===== src/rtl/ocs_tx_slot_sched.sv =====
// ocs_tx_slot_sched
// Transmit scheduler between the per-destination egress queues and the
// optical circuit switch port. A slot window opens on i_slot_start. While it
// is open, at most one frame is granted at a time, and only to the queue whose
// destination matches the current circuit. A frame is granted only when it
// fits completely in the cycles left before the guard band.
//
// Ports
//   i_clk, i_rst        : clock, asynchronous active-high reset
//   i_slot_start        : one-cycle pulse, a new circuit becomes valid
//   i_slot_id           : destination of the new circuit (sampled on i_slot_start)
//   i_q0_req/i_q0_len   : queue 0 head-frame request and length in cycles
//   i_q1_req/i_q1_len   : queue 1 head-frame request and length in cycles
//   i_frame_done        : one-cycle pulse, the granted frame has fully left
//   o_q0_grant          : queue 0 may transmit one frame (level)
//   o_q1_grant          : queue 1 may transmit one frame (level)
//   o_slot_active       : slot window open (o_remain != 0)
//   o_remain            : cycles left before the guard band
//   o_overrun           : one-cycle pulse, slot started while a grant was held
//   o_frame_cnt         : frames granted in the current slot, saturating
module ocs_tx_slot_sched #(
  parameter logic [15:0] P_SLOT_LEN = 16'h5CD0,
  parameter logic [15:0] P_GUARD    = 16'd64
) (
  input  logic        i_clk,
  input  logic        i_rst,
  input  logic        i_slot_start,
  input  logic        i_slot_id,
  input  logic        i_q0_req,
  input  logic [15:0] i_q0_len,
  input  logic        i_q1_req,
  input  logic [15:0] i_q1_len,
  input  logic        i_frame_done,
  output logic        o_q0_grant,
  output logic        o_q1_grant,
  output logic        o_slot_active,
  output logic [15:0] o_remain,
  output logic        o_overrun,
  output logic [7:0]  o_frame_cnt
);

  typedef enum logic [1:0] {
    ST_IDLE = 2'd0,
    ST_WAIT = 2'd1,
    ST_SEND = 2'd2
  } state_t;

  localparam logic [15:0] LOAD_VAL = P_SLOT_LEN - P_GUARD;

  state_t      state_r, state_s;
  logic        dest_r, dest_s;
  logic [15:0] remain_r, remain_s;
  logic        grant0_r, grant0_s;
  logic        grant1_r, grant1_s;
  logic        overrun_r, overrun_s;
  logic [7:0]  cnt_r, cnt_s;
  logic        sel_req_s;
  logic [15:0] sel_len_s;
  logic        fits_s;

  // Saturating frame counter increment.
  function automatic logic [7:0] cnt_inc(input logic [7:0] c);
    if (c == 8'hFF) begin
      cnt_inc = c;
    end else begin
      cnt_inc = c + 8'd1;
    end
  endfunction

  // Select the queue matching the current circuit and test whether its frame fits.
  always_comb begin
    sel_req_s = 1'b0;
    sel_len_s = 16'd0;
    if (dest_r == 1'b0) begin
      sel_req_s = i_q0_req;
      sel_len_s = i_q0_len;
    end else begin
      sel_req_s = i_q1_req;
      sel_len_s = i_q1_len;
    end
    // Equality is allowed: the frame then ends exactly at the guard boundary.
    fits_s = sel_req_s && (sel_len_s != 16'd0) && (sel_len_s <= remain_r);
  end

  // Next-state and next-output logic; a slot start overrides the per-state result.
  always_comb begin
    state_s   = state_r;
    dest_s    = dest_r;
    remain_s  = (remain_r != 16'd0) ? (remain_r - 16'd1) : 16'd0;
    grant0_s  = grant0_r;
    grant1_s  = grant1_r;
    overrun_s = 1'b0;
    cnt_s     = cnt_r;

    case (state_r)
      ST_IDLE: begin
        state_s  = ST_IDLE;
        grant0_s = 1'b0;
        grant1_s = 1'b0;
      end
      ST_WAIT: begin
        if (fits_s) begin
          state_s  = ST_SEND;
          grant0_s = ~dest_r;
          grant1_s = dest_r;
          cnt_s    = cnt_inc(cnt_r);
        end else if (remain_r == 16'd0) begin
          state_s = ST_IDLE;
        end else begin
          state_s = ST_WAIT;
        end
      end
      ST_SEND: begin
        // The grant is held until the frame finishes, even past the slot end.
        if (i_frame_done) begin
          grant0_s = 1'b0;
          grant1_s = 1'b0;
          state_s  = (remain_r != 16'd0) ? ST_WAIT : ST_IDLE;
        end else begin
          state_s = ST_SEND;
        end
      end
      default: begin
        state_s  = ST_IDLE;
        grant0_s = 1'b0;
        grant1_s = 1'b0;
      end
    endcase

    if (i_slot_start) begin
      dest_s    = i_slot_id;
      remain_s  = LOAD_VAL;
      cnt_s     = 8'd0;
      overrun_s = (state_r == ST_SEND);
      if ((state_r == ST_SEND) && !i_frame_done) begin
        // Frame in flight keeps its grant; the new circuit applies afterwards.
        state_s = ST_SEND;
      end else begin
        // No grant is issued in the cycle the circuit changes.
        state_s  = ST_WAIT;
        grant0_s = 1'b0;
        grant1_s = 1'b0;
      end
    end else begin
      overrun_s = 1'b0;
    end
  end

  // State register.
  always_ff @(posedge i_clk or posedge i_rst) begin
    if (i_rst) begin
      state_r <= ST_IDLE;
    end else begin
      state_r <= state_s;
    end
  end

  // Registered datapath and outputs.
  always_ff @(posedge i_clk or posedge i_rst) begin
    if (i_rst) begin
      dest_r    <= 1'b0;
      remain_r  <= 16'd0;
      grant0_r  <= 1'b0;
      grant1_r  <= 1'b0;
      overrun_r <= 1'b0;
      cnt_r     <= 8'd0;
    end else begin
      dest_r    <= dest_s;
      remain_r  <= remain_s;
      grant0_r  <= grant0_s;
      grant1_r  <= grant1_s;
      overrun_r <= overrun_s;
      cnt_r     <= cnt_s;
    end
  end

  assign o_q0_grant    = grant0_r;
  assign o_q1_grant    = grant1_r;
  assign o_slot_active = (remain_r != 16'd0);
  assign o_remain      = remain_r;
  assign o_overrun     = overrun_r;
  assign o_frame_cnt   = cnt_r;

endmodule


===== config.mk =====
export PLATFORM = sky130hd
export DESIGN_NAME = ocs_tx_slot_sched
export DESIGN_NICKNAME = d
export VERILOG_FILES = /design/src/rtl/ocs_tx_slot_sched.sv
export SDC_FILE = /design/constraint.sdc
export NUM_CORES = 1
export LEC_CHECK = 0
export ABC_AREA = 0
export BUFFER_PORTS_ARGS = -buffer_cell sky130_fd_sc_hd__buf_4
export CORE_UTILIZATION = 40
export CTS_CLUSTER_SIZE = 40
export DETAILED_ROUTE_END_ITERATION = 16
export PLACE_DENSITY_LB_ADDON = 0.2
export SKIP_LAST_GASP = 1
export SLEW_MARGIN = 20
export SYNTH_ARGS = -nofsm -noshare
export SYNTH_HDL_FRONTEND = slang
export SYNTH_SLANG_ARGS = --single-unit

===== constraint.sdc =====
create_clock -name i_clk -period 5.3 [get_ports i_clk]
set_input_delay 1.06 -clock i_clk [delete_from_list [all_inputs] [get_ports i_clk]]
set_output_delay 1.06 -clock i_clk [all_outputs]
set_load 0.02 [all_outputs]

After elaboration in Yosys (flattened, before gate mapping)

Cells that the tools add are included.
W data, S select, Z words.

Register bits: 30
Bits in latches: 0
Memory bits (writable): 0
ROM bits: 0
Logic and storage cells: 51
Memories: 0

Add/subtract/negate cells: 2
Multiply operators: 0
Div/mod/pow operators: 0
Magnitude comparators: 1
Eq/ne operators: 4
Shifts and indexed selects: 0
Muxes and demuxes: 26
Bitwise logic cells: 1
Reductions and logical operators: 10

Operators by type and width:

| operator                | number |
|---|---|
| $mux W16                | 3 |
| $mux W8                 | 4 |
| $reduce_bool A16 Y1     | 2 |
| $le A16 B16 Y1          | 1 |
| $logic_not A16 Y1       | 1 |
| $sub A16 B1 Y16 const B | 1 |
| $mux W1                 | 12 |
| $add A8 B1 Y8 const B   | 1 |
| $eq A8 B8 Y1 const B    | 1 |
| $mux W2                 | 4 |
| $pmux W1 S2             | 2 |
| $pmux W2 S2             | 1 |
| $reduce_bool A2 Y1      | 2 |
| $logic_and A1 B1 Y1     | 3 |
| $reduce_and A3 Y1       | 1 |
| $eq A2 B1 Y1 const B    | 1 |
| $eq A2 B2 Y1 const B    | 1 |
| $ne A2 B2 Y1 const B    | 1 |
| $logic_not A1 Y1        | 1 |
| $not A1 Y1              | 1 |

Depth between registers and ports, before layout

Depth in word-level cells: 8
Depth in mapped cells: 11

Worst setup path after synthesis

Ideal clock, no wire load.

Kind: input to register
Start: in i_q1_len[7]
End: reg cnt_r[2] (netlist: o_frame_cnt[2])
Library setup time: 0.125 ns
Data arrival time: 2.980 ns
Slack: 2.195 ns
Stages on the path: 8
Path buffers: 0
Cells stage by stage: mux2_2 > ha_1 > a21oi_1 > nand3_1 > a221oi_2 > a31oi_2 > nor4b_1 > mux2_2

Word-level cells in the longest chain between the ends: 6

RTL lines:

| element                                                | line | RTL |
|---|---|---|
| from (decl)                                            | 32   | `input logic [15:0] i_q1_len,` |
| $mux W16 (*)                                           | 74   | `if (dest_r == 1'b0) begin` |
| branches (longest 2 deep; another with $le A16 B16 Y1) | -    |  |
| $logic_and A1 B1 Y1 (*)                                | 82   | `fits_s = sel_req_s && (sel_len_s != 16'd0) && (sel_len_s <= remain_r);` |
| $reduce_bool A2 Y1 (no line) (*)                       | -    |  |
| $reduce_and A3 Y1 (no line) (*)                        | -    |  |
| to (signal assigned)                                   | 173  | `cnt_r <= cnt_s;` |
| to (decl)                                              | 56   | `logic [7:0] cnt_r, cnt_s;` |

Every way passes the cells marked *.
A chain may end at the register's enable or synchronous reset.

Worst setup path after layout

Start: reg dest_r
End: reg cnt_r[4] (netlist: o_frame_cnt[4])

Word-level cells in the longest chain between the ends: 6

RTL lines:

| element                                                | line | RTL |
|---|---|---|
| from (decl)                                            | 51   | `logic dest_r, dest_s;` |
| from (signal assigned)                                 | 168  | `dest_r <= dest_s;` |
| branches (longest 3 deep; another with $le A16 B16 Y1) | -    |  |
| $logic_and A1 B1 Y1 (*)                                | 82   |  |
| $reduce_bool A2 Y1 (no line) (*)                       | -    |  |
| $reduce_and A3 Y1 (no line) (*)                        | -    |  |

Marks and branches as above.

==> reports/results.ini <==
[clock_tree]
cts.repair.resized=0
numCtsBuffers=5
tritoncts=built
clkLatencyLatePin_ns=0.28
ctsHtreeMaxLevel=2
cts.reportedPaths.clkPinSlew_ns=0.07
cts_buffer_depth=2
post_cts_hold_buffer_count=0
cts_setup_buffers=0
clock_sinks=30
clock_tree.root_cell=clkbuf_8

[route]
route.vias.total=2115
detail_route.wirelength_mm=5.91
first_iter_violations=125
vias_per_cell=5.47
first_pass_detailed_route_iteration_total=6
post_drt_wl_per_cell_um=15.3
antenna_left=0
drc_errors=0

[sta]
setup_ws_ns=1.80
max_freq_ghz=0.285
maxSlewHeadroom_pct=42.0
period_needed_ns=3.50
final_min_period_over_clock_period_pct=66.1
worst-slew-pin-transition_ns=0.870
fin_max_slew_vios=0
worst_hold_slack_ns=0.553
worst_clock_skew_ns=0.00870
totalNegativeSetupSlack_ns=0
report.final.hold_viol_count=0
rsz0062_at_grt=no
report.final.setup_viol=0

[yosys]
ys_async_sr_fraction_pct=100
synth.net_count=305
synth.yosys.warnings=0
netlist_top_cells_count=dfrtp_1, inv_1, ha_1, nor2_1, mux2_2
synth_edf_count=0
synthDominantCellAreaShare_pct=32.9
yosysUniqueCellTypes=49
synth.cell_area_mm2=0.00228
ys_dominant_reg_cell=dfrtp_1
postSynthRegisterBits=30
netlist.top_cell.by_area=dfrtp_1
synth.top_cells.by_area=dfrtp_1, ha_1, mux2_2
synth_sequential_area_ratio_pct=32.9
yosysMostFrequentCell=dfrtp_1
post_synth.cell_area_avg_um2=9.27
netlist_instances=246

[worst_setup_path]
cp.required_ns=5.46
worst-endpoint-arrival_ns=3.67
timing.critical_path.fanout_max=22
critPathCaptureType=register
setup.worst_path.class=reg -> reg
critical_path.startpoint_type=register

[die]
design.die.area_mm2=0.00601
die_width_um=77.5
start_util_pct=41.4
core_area_mm2=0.00551
floorplan.die.height_um=77.5
io_pins=67
placement_rows=27

[global_routing]
grt_first_pass_wirelength_mm=10.2
grt_start_max_net_pins=31
globalRoute.totalOverflow=0
first_global_vias=2124
track_usage_pct=21.7
antenna_found_initial=0

[pwr]
sw_frac_of_total_pct=31.1
share_clk_of_total_power_pct=32.9
power.leakage_nw=1.31
power.combinational.fraction_pct=28.7
cell_internal_pwr_mw=0.474
power.density_cell_area_mw_per_mm2=235
p_sw_mw=0.214
total_power_mw=0.688
vdd_drop_max_mv=0.158
power_frac_seq_pct=38.5

[finish]
finish.cell_count_without_fillers=387
num-fill-cells=516
drive_above_1_share_pct=33.0
finalInstanceArea_mm2=0.00293
antenna_diode_instance_count=0
layout.area.seq_um2=751
synthToLayoutAreaGrowth_pct=28.6
post-route-util_pct=53.3
multi_input_area_mm2=0.00140
fin_nets=373

[place]
io_buffer_count=66
place.gp.congestion=0.778
placement.cell_area_mm2=0.00283
dp.cells=379
hpwl_mm=4.60
placement.setup.worst_slack_ns=1.70

[flow_run]
maxCapViolCount=0

[run_status]
outcome=complete, no violations

[min_path]
hp-class=reg -> reg

## per-layer routing
layer  track usage [%]  vias to the layer above  wire length, um
met3              4.35                        4              264
li1                  -                     1026                -
met1              29.2                     1033             2770
met4              5.66                        0               44
met2              35.1                       52             2830
met5                 0                        -                0
## worst paths after layout
path / start / end / slack [ns] / depth (start not counted)
setup / recovery: dest_r / o_frame_cnt[4] / 1.80 / 8
hold / removal: o_q1_grant / o_q1_grant / 0.55 / 2
setup reg to reg: dest_r / o_frame_cnt[4] / 1.80 / 8
hold reg to reg: o_q1_grant / o_q1_grant / 0.55 / 2
max in group asynchronous: i_rst / o_remain[3] / 4.14 / 3
min in group asynchronous: i_rst / o_remain[12] / 0.86 / 3
## logic make-up (layout without fill, tap and decap cells)
family / after synthesis / after routing / share of synthesized area [%]
buffers and inverters: 28 / 97 / 5.65
DFF: 30 / 30 / 32.9
muxes: 22 / 22 / 10.8
and+or+nand+nor: 98 / 98 / 24.5
adders and majority gates: 20 / 20 / 11.0
xor gates and xnor gates: 10 / 10 / 3.84
AOI/OAI and AO/OA: 38 / 38 / 11.3
## critical path, cell delays in order (launching register included)
cell and delay [ns]:
dfrtp_1 0.91, mux2_2 0.43, ha_1 0.33, nand3_2 0.10, nor4_2 0.30, a21bo_2 0.26
a31oi_2 0.54, nor4_1 0.16, mux2_1 0.35
## sequential cells by signal (all words and copies together), names as in the netlist
register	flops
o_q1_grant	1
o_frame_cnt	8
state_r	2
o_remain	16
o_q0_grant	1
o_overrun	1
dest_r	1
## layout make-up
class / count / share of cell area [%]
clock buffer: 7 / 2.60
multi-input combinational: 188 / 47.7
timing repair buffer: 67 / 17.2
sequential: 30 / 25.6
inverter: 22 / 2.82
tap: 72 / 3.07
clock inverter: 1 / 1.02
## power by group through the flow
| stage | registers, mW | logic, mW | clock network [mW] |
|---|---|---|---|
| floorplan | 0.274 | 0.122 | 0 |
| global placement | 0.269 | 0.194 | 0 |
| detailed placement | 0.269 | 0.196 | 0 |
| CTS | 0.265 | 0.198 | 0.231 |
| global route | 0.267 | 0.219 | 0.245 |
| finish | 0.265 | 0.197 | 0.226 |
## cell usage in the layout (no fill, tap or decap), types with 2 or more instances in the layout
master / netlist / final
o41ai_1: 2 / 2
and4_4: 2 / 2
inv_1: 21 / 21
mux2_2: 18 / 18
or4_1: 3 / 3
nor2_1: 20 / 20
buf_4: 0 / 67
nor4_1: 8 / 8
o31ai_1: 3 / 3
mux2_1: 2 / 2
nor4_2: 2 / 2
nor3_1: 7 / 7
o211ai_1: 3 / 3
nand4_1: 4 / 4
ha_1: 20 / 20
nand2_1: 15 / 15
clkbuf_8: 0 / 5
nand3_1: 15 / 15
nor2b_1: 4 / 4
nor4b_1: 2 / 2
dfrtp_1: 30 / 30
mux2i_1: 2 / 2
a21oi_1: 10 / 10
o21ai_0: 9 / 9
or3_1: 4 / 4
nand2b_1: 2 / 2
and2_1: 2 / 2
xnor2_1: 10 / 10
clkbuf_1: 2 / 2
Note: power is estimated with default switching activity, not from simulation.
